File: src/rtl/readout_sequencer.sv
// readout_sequencer: buffers reservoir vectors and issues them one at a time
// to the interpreter, captures results and supervises each job with a timeout.
module readout_sequencer #(
    parameter int data_width     = 3,
    parameter int reservoir_size = 4,
    parameter int weight_size    = 16,
    parameter int layer          = 1,
    parameter int fifo_depth     = 4,
    parameter int timeout_cycles = 64,
    localparam int VEC_W = reservoir_size * data_width,
    localparam int RES_W = (data_width + weight_size + layer) * 2 + 1
) (
    input  logic             iClk,
    input  logic             iRst_n,
    input  logic             iValid,
    output logic             oReady,
    input  logic [VEC_W-1:0] iData,
    output logic             oIntEn,
    output logic [VEC_W-1:0] oIntData,
    input  logic [RES_W-1:0] iIntValue,
    input  logic             iIntRdy,
    output logic             oValid,
    input  logic             iReady,
    output logic [RES_W-1:0] oValue,
    output logic             oTimeout,
    output logic             oBusy
);

    localparam int AW = $clog2(fifo_depth);
    localparam int PW = AW + 1;
    localparam int CW = $clog2(timeout_cycles);

    localparam logic [CW-1:0] CNT_MAX = CW'(timeout_cycles - 1);
    localparam logic [CW-1:0] CNT_ONE = CW'(1);
    localparam logic [PW-1:0] PTR_ONE = PW'(1);

    localparam logic [2:0] FLUSH = 3'd0;
    localparam logic [2:0] IDLE  = 3'd1;
    localparam logic [2:0] ISSUE = 3'd2;
    localparam logic [2:0] BUSY  = 3'd3;
    localparam logic [2:0] DRAIN = 3'd4;

    logic [VEC_W-1:0] mem_q [fifo_depth];

    logic [PW-1:0]    wr_ptr_q, wr_ptr_d;
    logic [PW-1:0]    rd_ptr_q, rd_ptr_d;
    logic [2:0]       state_q, state_d;
    logic [CW-1:0]    cnt_q, cnt_d;
    logic             int_en_q, int_en_d;
    logic [VEC_W-1:0] int_data_q, int_data_d;
    logic             valid_q, valid_d;
    logic [RES_W-1:0] value_q, value_d;
    logic             timeout_q, timeout_d;

    logic full;
    logic empty;
    logic push;

    // Extra wrap bit distinguishes full from empty when indices match.
    assign full  = (wr_ptr_q[AW] != rd_ptr_q[AW]) &&
                   (wr_ptr_q[AW-1:0] == rd_ptr_q[AW-1:0]);
    assign empty = (wr_ptr_q == rd_ptr_q);
    assign push  = iValid && !full;

    always_ff @(posedge iClk) begin
        if (push) begin
            mem_q[wr_ptr_q[AW-1:0]] <= iData;
        end
    end

    always_comb begin
        state_d    = state_q;
        cnt_d      = cnt_q;
        rd_ptr_d   = rd_ptr_q;
        wr_ptr_d   = push ? wr_ptr_q + PTR_ONE : wr_ptr_q;
        int_en_d   = int_en_q;
        int_data_d = int_data_q;
        valid_d    = valid_q;
        value_d    = value_q;
        timeout_d  = timeout_q;

        if (valid_q && iReady) begin
            valid_d = 1'b0;
        end

        unique case (state_q)
            FLUSH: begin
                // Let a job left running across reset or timeout finish.
                if (iIntRdy) begin
                    cnt_d = '0;
                end else if (cnt_q == CNT_MAX) begin
                    cnt_d   = '0;
                    state_d = IDLE;
                end else begin
                    cnt_d = cnt_q + CNT_ONE;
                end
            end
            IDLE: begin
                if (!empty && !valid_q && !iIntRdy) begin
                    int_data_d = mem_q[rd_ptr_q[AW-1:0]];
                    rd_ptr_d   = rd_ptr_q + PTR_ONE;
                    int_en_d   = 1'b1;
                    state_d    = ISSUE;
                end
            end
            ISSUE: begin
                int_en_d = 1'b0;
                cnt_d    = '0;
                state_d  = BUSY;
            end
            BUSY: begin
                if (iIntRdy) begin
                    value_d = iIntValue;
                    valid_d = 1'b1;
                    state_d = DRAIN;
                end else if (cnt_q == CNT_MAX) begin
                    timeout_d = 1'b1;
                    cnt_d     = '0;
                    state_d   = FLUSH;
                end else begin
                    cnt_d = cnt_q + CNT_ONE;
                end
            end
            DRAIN: begin
                if (!iIntRdy) begin
                    state_d = IDLE;
                end
            end
            default: begin
                state_d = FLUSH;
            end
        endcase
    end

    always_ff @(posedge iClk or negedge iRst_n) begin
        if (!iRst_n) begin
            wr_ptr_q   <= '0;
            rd_ptr_q   <= '0;
            state_q    <= FLUSH;
            cnt_q      <= '0;
            int_en_q   <= 1'b0;
            int_data_q <= '0;
            valid_q    <= 1'b0;
            value_q    <= '0;
            timeout_q  <= 1'b0;
        end else begin
            wr_ptr_q   <= wr_ptr_d;
            rd_ptr_q   <= rd_ptr_d;
            state_q    <= state_d;
            cnt_q      <= cnt_d;
            int_en_q   <= int_en_d;
            int_data_q <= int_data_d;
            valid_q    <= valid_d;
            value_q    <= value_d;
            timeout_q  <= timeout_d;
        end
    end

    assign oReady   = !full;
    assign oIntEn   = int_en_q;
    assign oIntData = int_data_q;
    assign oValid   = valid_q;
    assign oValue   = value_q;
    assign oTimeout = timeout_q;
    assign oBusy    = (state_q == ISSUE) || (state_q == BUSY) ||
                      (state_q == DRAIN);

endmodule

File: config.mk
export PLATFORM = sky130hd
export DESIGN_NAME = readout_sequencer
export DESIGN_NICKNAME = d
export VERILOG_FILES = /design/src/rtl/readout_sequencer.sv
export SDC_FILE = /design/constraint.sdc
export NUM_CORES = 1
export LEC_CHECK = 0
export CORE_ASPECT_RATIO = 0.75
export CORE_MARGIN = 2
export CORE_UTILIZATION = 53
export CTS_CLUSTER_SIZE = 10
export DETAILED_ROUTE_END_ITERATION = 16
export PLACE_DENSITY = 0.83
export SLEW_MARGIN = 20
export SYNTH_ARGS = -nofsm -noshare
export SYNTH_HDL_FRONTEND = slang
export SYNTH_SLANG_ARGS = --single-unit
File: constraint.sdc
create_clock -name iClk -period 3 [get_ports iClk]
set_clock_uncertainty 0.15 [all_clocks]
set_input_delay 0.45 -clock iClk [delete_from_list [all_inputs] [get_ports iClk]]
set_output_delay 0.45 -clock iClk [all_outputs]
set_load 0.1 [all_outputs]
Yosys cells after proc, flatten, opt, wreduce, memory -nomap -nowiden
Memory sizes are Yosys's and may differ from the RTL's. A register that Yosys moved wholly into a read port is not among the register bits.
Index checks and enable logic that the tools add are counted.
{"block": "totals", "ff_bits": 59, "latch_bits": 0, "ramBits": 48, "rom_bits": 0, "in_bits": 58, "elab_cells": 66, "n_memories": 1}
{"memory": "mem_q", "words": 4, "word_bits": 12, "read_ports": 1, "rd_ports_with_merged_regs": 1, "wr": 1, "line_no": "43", "text": "logic [VEC_W-1:0] mem_q [fifo_depth];"}
{"block": "op_classes", "addsub": 3, "n_mul": 0, "div_mod_pow": 0, "n_lt_le_gt_ge": 0, "eq_ne": 14, "shift": 0, "mux": 18, "n_bitwise": 1, "reduce_logical": 21}
{"operator": "2-to-1 mux 3 bit", "n": 6}
{"operator": "2-to-1 mux 6 bit", "n": 3}
{"operator": "case mux 6 bit (3 select lines)", "n": 1}
{"operator": "case mux 3 bit (5 select lines)", "n": 1}
{"operator": "!= test 2 bit, second input constant", "n": 5}
{"operator": "AND reduction 2 bit", "n": 4}
{"operator": "adder 3 x 1 -> 3 bit, second input constant", "n": 2}
{"operator": "adder 6 x 1 -> 6 bit, second input constant", "n": 1}
{"operator": "equality test 3 x 2 -> 1 bit, second input constant", "n": 2}
{"operator": "equality test 6 bit, second input constant", "n": 1}
{"operator": "2-to-1 mux 1 bit", "n": 6}
{"operator": "logical AND 1 bit", "n": 5}
{"operator": "logical NOT 1 bit", "n": 5}
{"operator": "AND reduction 5 bit", "n": 1}
{"operator": "equality test 3 x 1 -> 1 bit, second input constant", "n": 1}
{"operator": "equality test 3 bit", "n": 1}
{"operator": "equality test 3 bit, second input constant", "n": 1}
{"operator": "logical NOT 3 bit", "n": 1}
{"operator": "!= test 3 bit, second input constant", "n": 1}
{"operator": "AND reduction 3 bit", "n": 1}
{"operator": "nonzero test 3 bit", "n": 1}
{"operator": "equality test 2 bit", "n": 1}
{"operator": "logical OR 1 bit", "n": 2}
{"operator": "case mux 1 bit (2 select lines)", "n": 1}
{"operator": "other kinds (3)", "n": 3}

Depth between registers and ports, before layout
{"block": "depth", "ltp_word": 6, "depth_mapped": 6, "depth_no_buf": 5}

Least setup slack after synthesis
Ideal clock, no wire load.
{"block": "synth_path", "path_kind": "register to register", "startpoint": "reg rd_ptr_q[0]", "endpoint": "mem mem_q[0][0] in the netlist's numbering, enable pin", "t_arrival_ps": 1777, "path_slack_ps": 718, "path_stages_with_launch": 6, "n_path_buf": 2, "cell_sequence": "dfrtp_1 buf_6 xor2_2 or3_1 buf_2 and3_1"}
{"block": "synth_between", "elab_chain_len": 6}
{"item": "start, declared", "line_no": "46", "text": "logic [PW-1:0] rd_ptr_q, rd_ptr_d;"}
{"item": "start signal, assigned", "line_no": "148", "text": "rd_ptr_q <= rd_ptr_d;"}
{"item": "equality test 2 bit", "line_no": "61", "text": "(wr_ptr_q[AW-1:0] == rd_ptr_q[AW-1:0]);"}
{"item": "logical AND 1 bit", "line_no": "60", "text": "assign full = (wr_ptr_q[AW] != rd_ptr_q[AW]) &&"}
{"item": "logical NOT 1 bit"}
{"item": "net oReady", "line_no": "16", "text": "output logic oReady,"}
{"item": "logical AND 1 bit", "line_no": "63", "text": "assign push = iValid && !full;"}
{"item": "2-to-1 mux 1 bit", "line_no": "66", "text": "if (push) begin"}
{"item": "2-to-1 mux 1 bit (not written as such)", "line_no": "67", "text": "mem_q[wr_ptr_q[AW-1:0]] <= iData;"}
{"item": "end, declared", "line_no": "43"}
The timed path passes the listed nets, and every way through them passes these cells.

Final worst setup path
{"block": "layout_path", "startpoint": "reg wr_ptr_q[0]", "endpoint": "out oReady"}
{"block": "layout_between", "elab_chain_len": 3}
{"item": "start, declared", "line_no": "45", "text": "logic [PW-1:0] wr_ptr_q, wr_ptr_d;"}
{"item": "start signal, assigned", "line_no": "147", "text": "wr_ptr_q <= wr_ptr_d;"}
{"item": "equality test 2 bit", "line_no": "61"}
{"item": "logical AND 1 bit", "line_no": "60"}
{"item": "logical NOT 1 bit", "line_no": "159", "text": "assign oReady = !full;"}
{"item": "end, declared", "line_no": "16"}
Every way passes these cells.

==> results <==
- The run finished with clean final reports.
- The final-report max-slew violation count is 0.
- The critical path is of the flip-flop to primary output type.
- The filler cells instantiated in the layout total just under 600.
- Pin placement for this block handled ~120 I/O pins.
- The global-route congestion overflow total is 0.
- For this block, the initial DRC count from the detailed router was 155.
- From left edge to right edge, the die measures around 110 µm.
- The number of buffers created by CTS is 17.
- The share of the synthesized area in the top cell type is a little over a third.
- In this run, post-CTS repair resized a total of 0 instances.
- Setup repair after global routing left no endpoint under its margin.
- The terminus of the critical flop-to-flop path is oIntData[0].
- The final clock period utilization by the worst path is between 80% and 90%.
- The floorplan has 30 rows.
- Yosys mapped a number of flops with a built-in enable equal to between 40 and 50.
- Max-cap violations in this run came to 0.
- Data arrives at the worst endpoint at roughly 1800 ps.
- After clock tree synthesis, the flow added hold-fix buffers numbering 0.
- The count of nets left with antenna violations once routing finished came out at 0.
- The fraction of layout instances using a drive strength above 1 is between 30% and 40%.
- The wire-length estimate of the detail-placed layout is about 6200 µm.
- The number of warning messages in the yosys log is 0.
- The class of the tightest hold or removal check is input port to async pin.
- The post-CTS setup buffer count is 0.
- The biggest area contributor in the post-synthesis netlist is dfrtp_1.
- The number of sinks driven by the clock tree is ~120.
- The commonest cells after synthesis are 71 x dfrtp_1, 48 x edfxtp_1, 47 x mux2_2, 10 x mux4_2, 9 x nand2_1.
- After synthesis, the cell types taking the most area are dfrtp_1 37%, edfxtp_1 30%, mux2_2 11%.
- The routed wire length is approximately 9500 µm.
- The clock passes through at most 2 buffers.
- The cell count after synthesis came out at around 290.
- The via count of the first global-routing pass is 2933.
- Clock latency on the worst-skew pair, taken at its later pin, is roughly 400 ps.
- Buffers placed on the I/O ports in this run total 115.
- From bottom edge to top edge, the die measures between 80 and 90 µm.
- The root buffer cell chosen for the clock tree is clkbuf_16.
- After clock tree synthesis, the clock-pin slew on the worst setup and hold paths is approximately 50 ps.
- The worst reg-to-reg setup slack is 730 ps.
- The post-detailed-route wirelength per cell is between 15 and 20 µm.
- In this run the cell area of the synthesized design comes to ~0.0048 mm².
- In the final design database the tool counted about 470 nets.
- The number of antenna violations at the first check in global routing is 0.
- The dominant cell by count in the synthesized netlist is dfrtp_1.
- The worst setup path is launched from a flip-flop.
- The peak fanout along the critical path is 6.
- The H-tree depth is 4.
- The area of the die is 0.00994 mm².
- The TritonCTS clock tree is yes.
- The mean instance size in the synthesized netlist is about 17 µm².
- The primary flip-flop cell chosen by synthesis mapping is dfrtp_1.
- The antenna diode count is 0.
- The final setup violation count is 0.
- The number of remaining DRC errors is 0.
- The flop and latch count out of synthesis is approximately 120.
- The share of the Yosys chip area taken by registers is 66.4%.
- The core footprint is between 0.008 and 0.009 mm².
- The maximum number of pins on one net before global-route repair is 72.
- Headroom to the max-slew limit came out at approximately 32%.
- The distinct cell type count of the synthesized netlist is 48.
- Counting every net in the synthesized netlist gives about 350.
- The total number of vias is ~2.9k.
- Global routing consumed, over all layers together, ~20% of the routing resources.
- Dividing the detail-routed via count by the number of cells gives ~5.3.
- For this configuration, the core starts out at a cell density of roughly 54%.
- Routability-driven placement finished with a final weighted congestion of roughly 0.84.
- The kind of end point of the critical path is a primary output.
- The final hold violation count is 0.
- The area added between synthesis and finish is 34.1%.
- Measured in cells, the most critical reg-to-reg path has a length of 3.
- The detailed-router iteration count before antenna repair is 4.
- The final cell utilization of the core is between 70 and 80%.
- After synthesis, the share of flip-flops with an asynchronous set or reset is about three fifths.
- Subtracting the final worst setup slack from the clock period gives ~2400 ps.
- The total negative slack for setup checks is 0 ps.
- The worst register-to-register path begins at wr_ptr_q[0].
- The maximum clock rate is about 420 MHz.
- The global-route wire length before repair is 15000 µm.
- At the worst endpoint, the required time is 2400 ps.
- At the pin with the least slew margin, the transition time is 1020 ps.
stage by stage:
step | setup slack (ps) | instance area [µm²] | hold WS, ps | cells
finish | 599 | 6500 | 42.5 | 535
global route | 540 | 6500 | 118 | 535
CTS | 572 | 6500 | 49.4 | 535
detailed placement | 572 | 5950 | 331 | 503
global placement | 610 | 5950 | 316 | 503
floorplan | 718 | 4850 | 4.41 | 287
worst max-delay path: stages (launching register included):
cell and delay [ps]:
dfrtp_1 470, xor2_2 220, or3_1 500, buf_12 220
registers in the layout, indices dropped and copies added (netlist names):
register and flops:
oValid 1, oIntEn 1, oValue 41, mem_q 48, oTimeout 1, state_q 3
oIntData 12, rd_ptr_q 3, cnt_q 6, wr_ptr_q 3
worst max-delay path by stage:
stage | depth (start not counted) | slack [ps] | to | start
global route | 3 | 540 | oReady | wr_ptr_q[0]
global placement | 4 | 610 | oIntData[5] | iIntRdy
floorplan | 5 | 720 | mem_q[0][0] | rd_ptr_q[0]
finish | 3 | 600 | oReady | wr_ptr_q[0]
detailed placement | 4 | 570 | oIntData[7] | iIntRdy
CTS | 3 | 570 | oReady | wr_ptr_q[0]
metal layers:
metal  vias to the layer above  share of wire [%]  routed length (µm)  track usage, %
met5                         -                  0                   0               0
met4                         0               0.82                  78            7.32
met3                         7                6.9                 662            6.43
met2                       100                 49                4630            33.4
met1                      1422                 44                4170            25.8
li1                       1321                  -                   -               -
cell type report:
type / count / area, µm² / share of cell area, %
Tap cell: 112 / 140 / 2.16
Multi-Input combinational cell: 148 / 1530 / 23.6
Timing Repair Buffer: 118 / 1040 / 16.0
Clock inverter: 11 / 109 / 1.67
Clock buffer: 21 / 440 / 6.77
Inverter: 6 / 22.5 / 0.346
Sequential cell: 119 / 3220 / 49.5
logic make-up (layout without fill, tap and decap cells):
kind of cell | Yosys count | in the layout | share of synthesized area, %
compound gates | 26 | 26 | 4.39
fa+ha+maj | 6 | 6 | 1.55
buf+inv | 20 | 156 | 2.14
mux | 67 | 67 | 19.0
simple gates | 38 | 38 | 4.39
flops | 119 | 119 | 66.4
xor+xnor | 11 | 11 | 2.14
layout by cell type (no fill, tap or decap), types with 5 or more instances in the layout:
cell type	n
xnor2_1	6
clkinv_2	5
mux2_4	7
buf_4	61
clkbuf_16	17
clkdlybuf4s50_1	56
nor2_1	8
edfxtp_1	48
dfrtp_1	71
mux4_2	10
a21oi_1	6
mux2_2	47
ha_1	6
nand2_1	9
inv_1	6
Power is not shown: default switching activity piles up to over one toggle a cycle in this logic, so the estimate is an artifact.
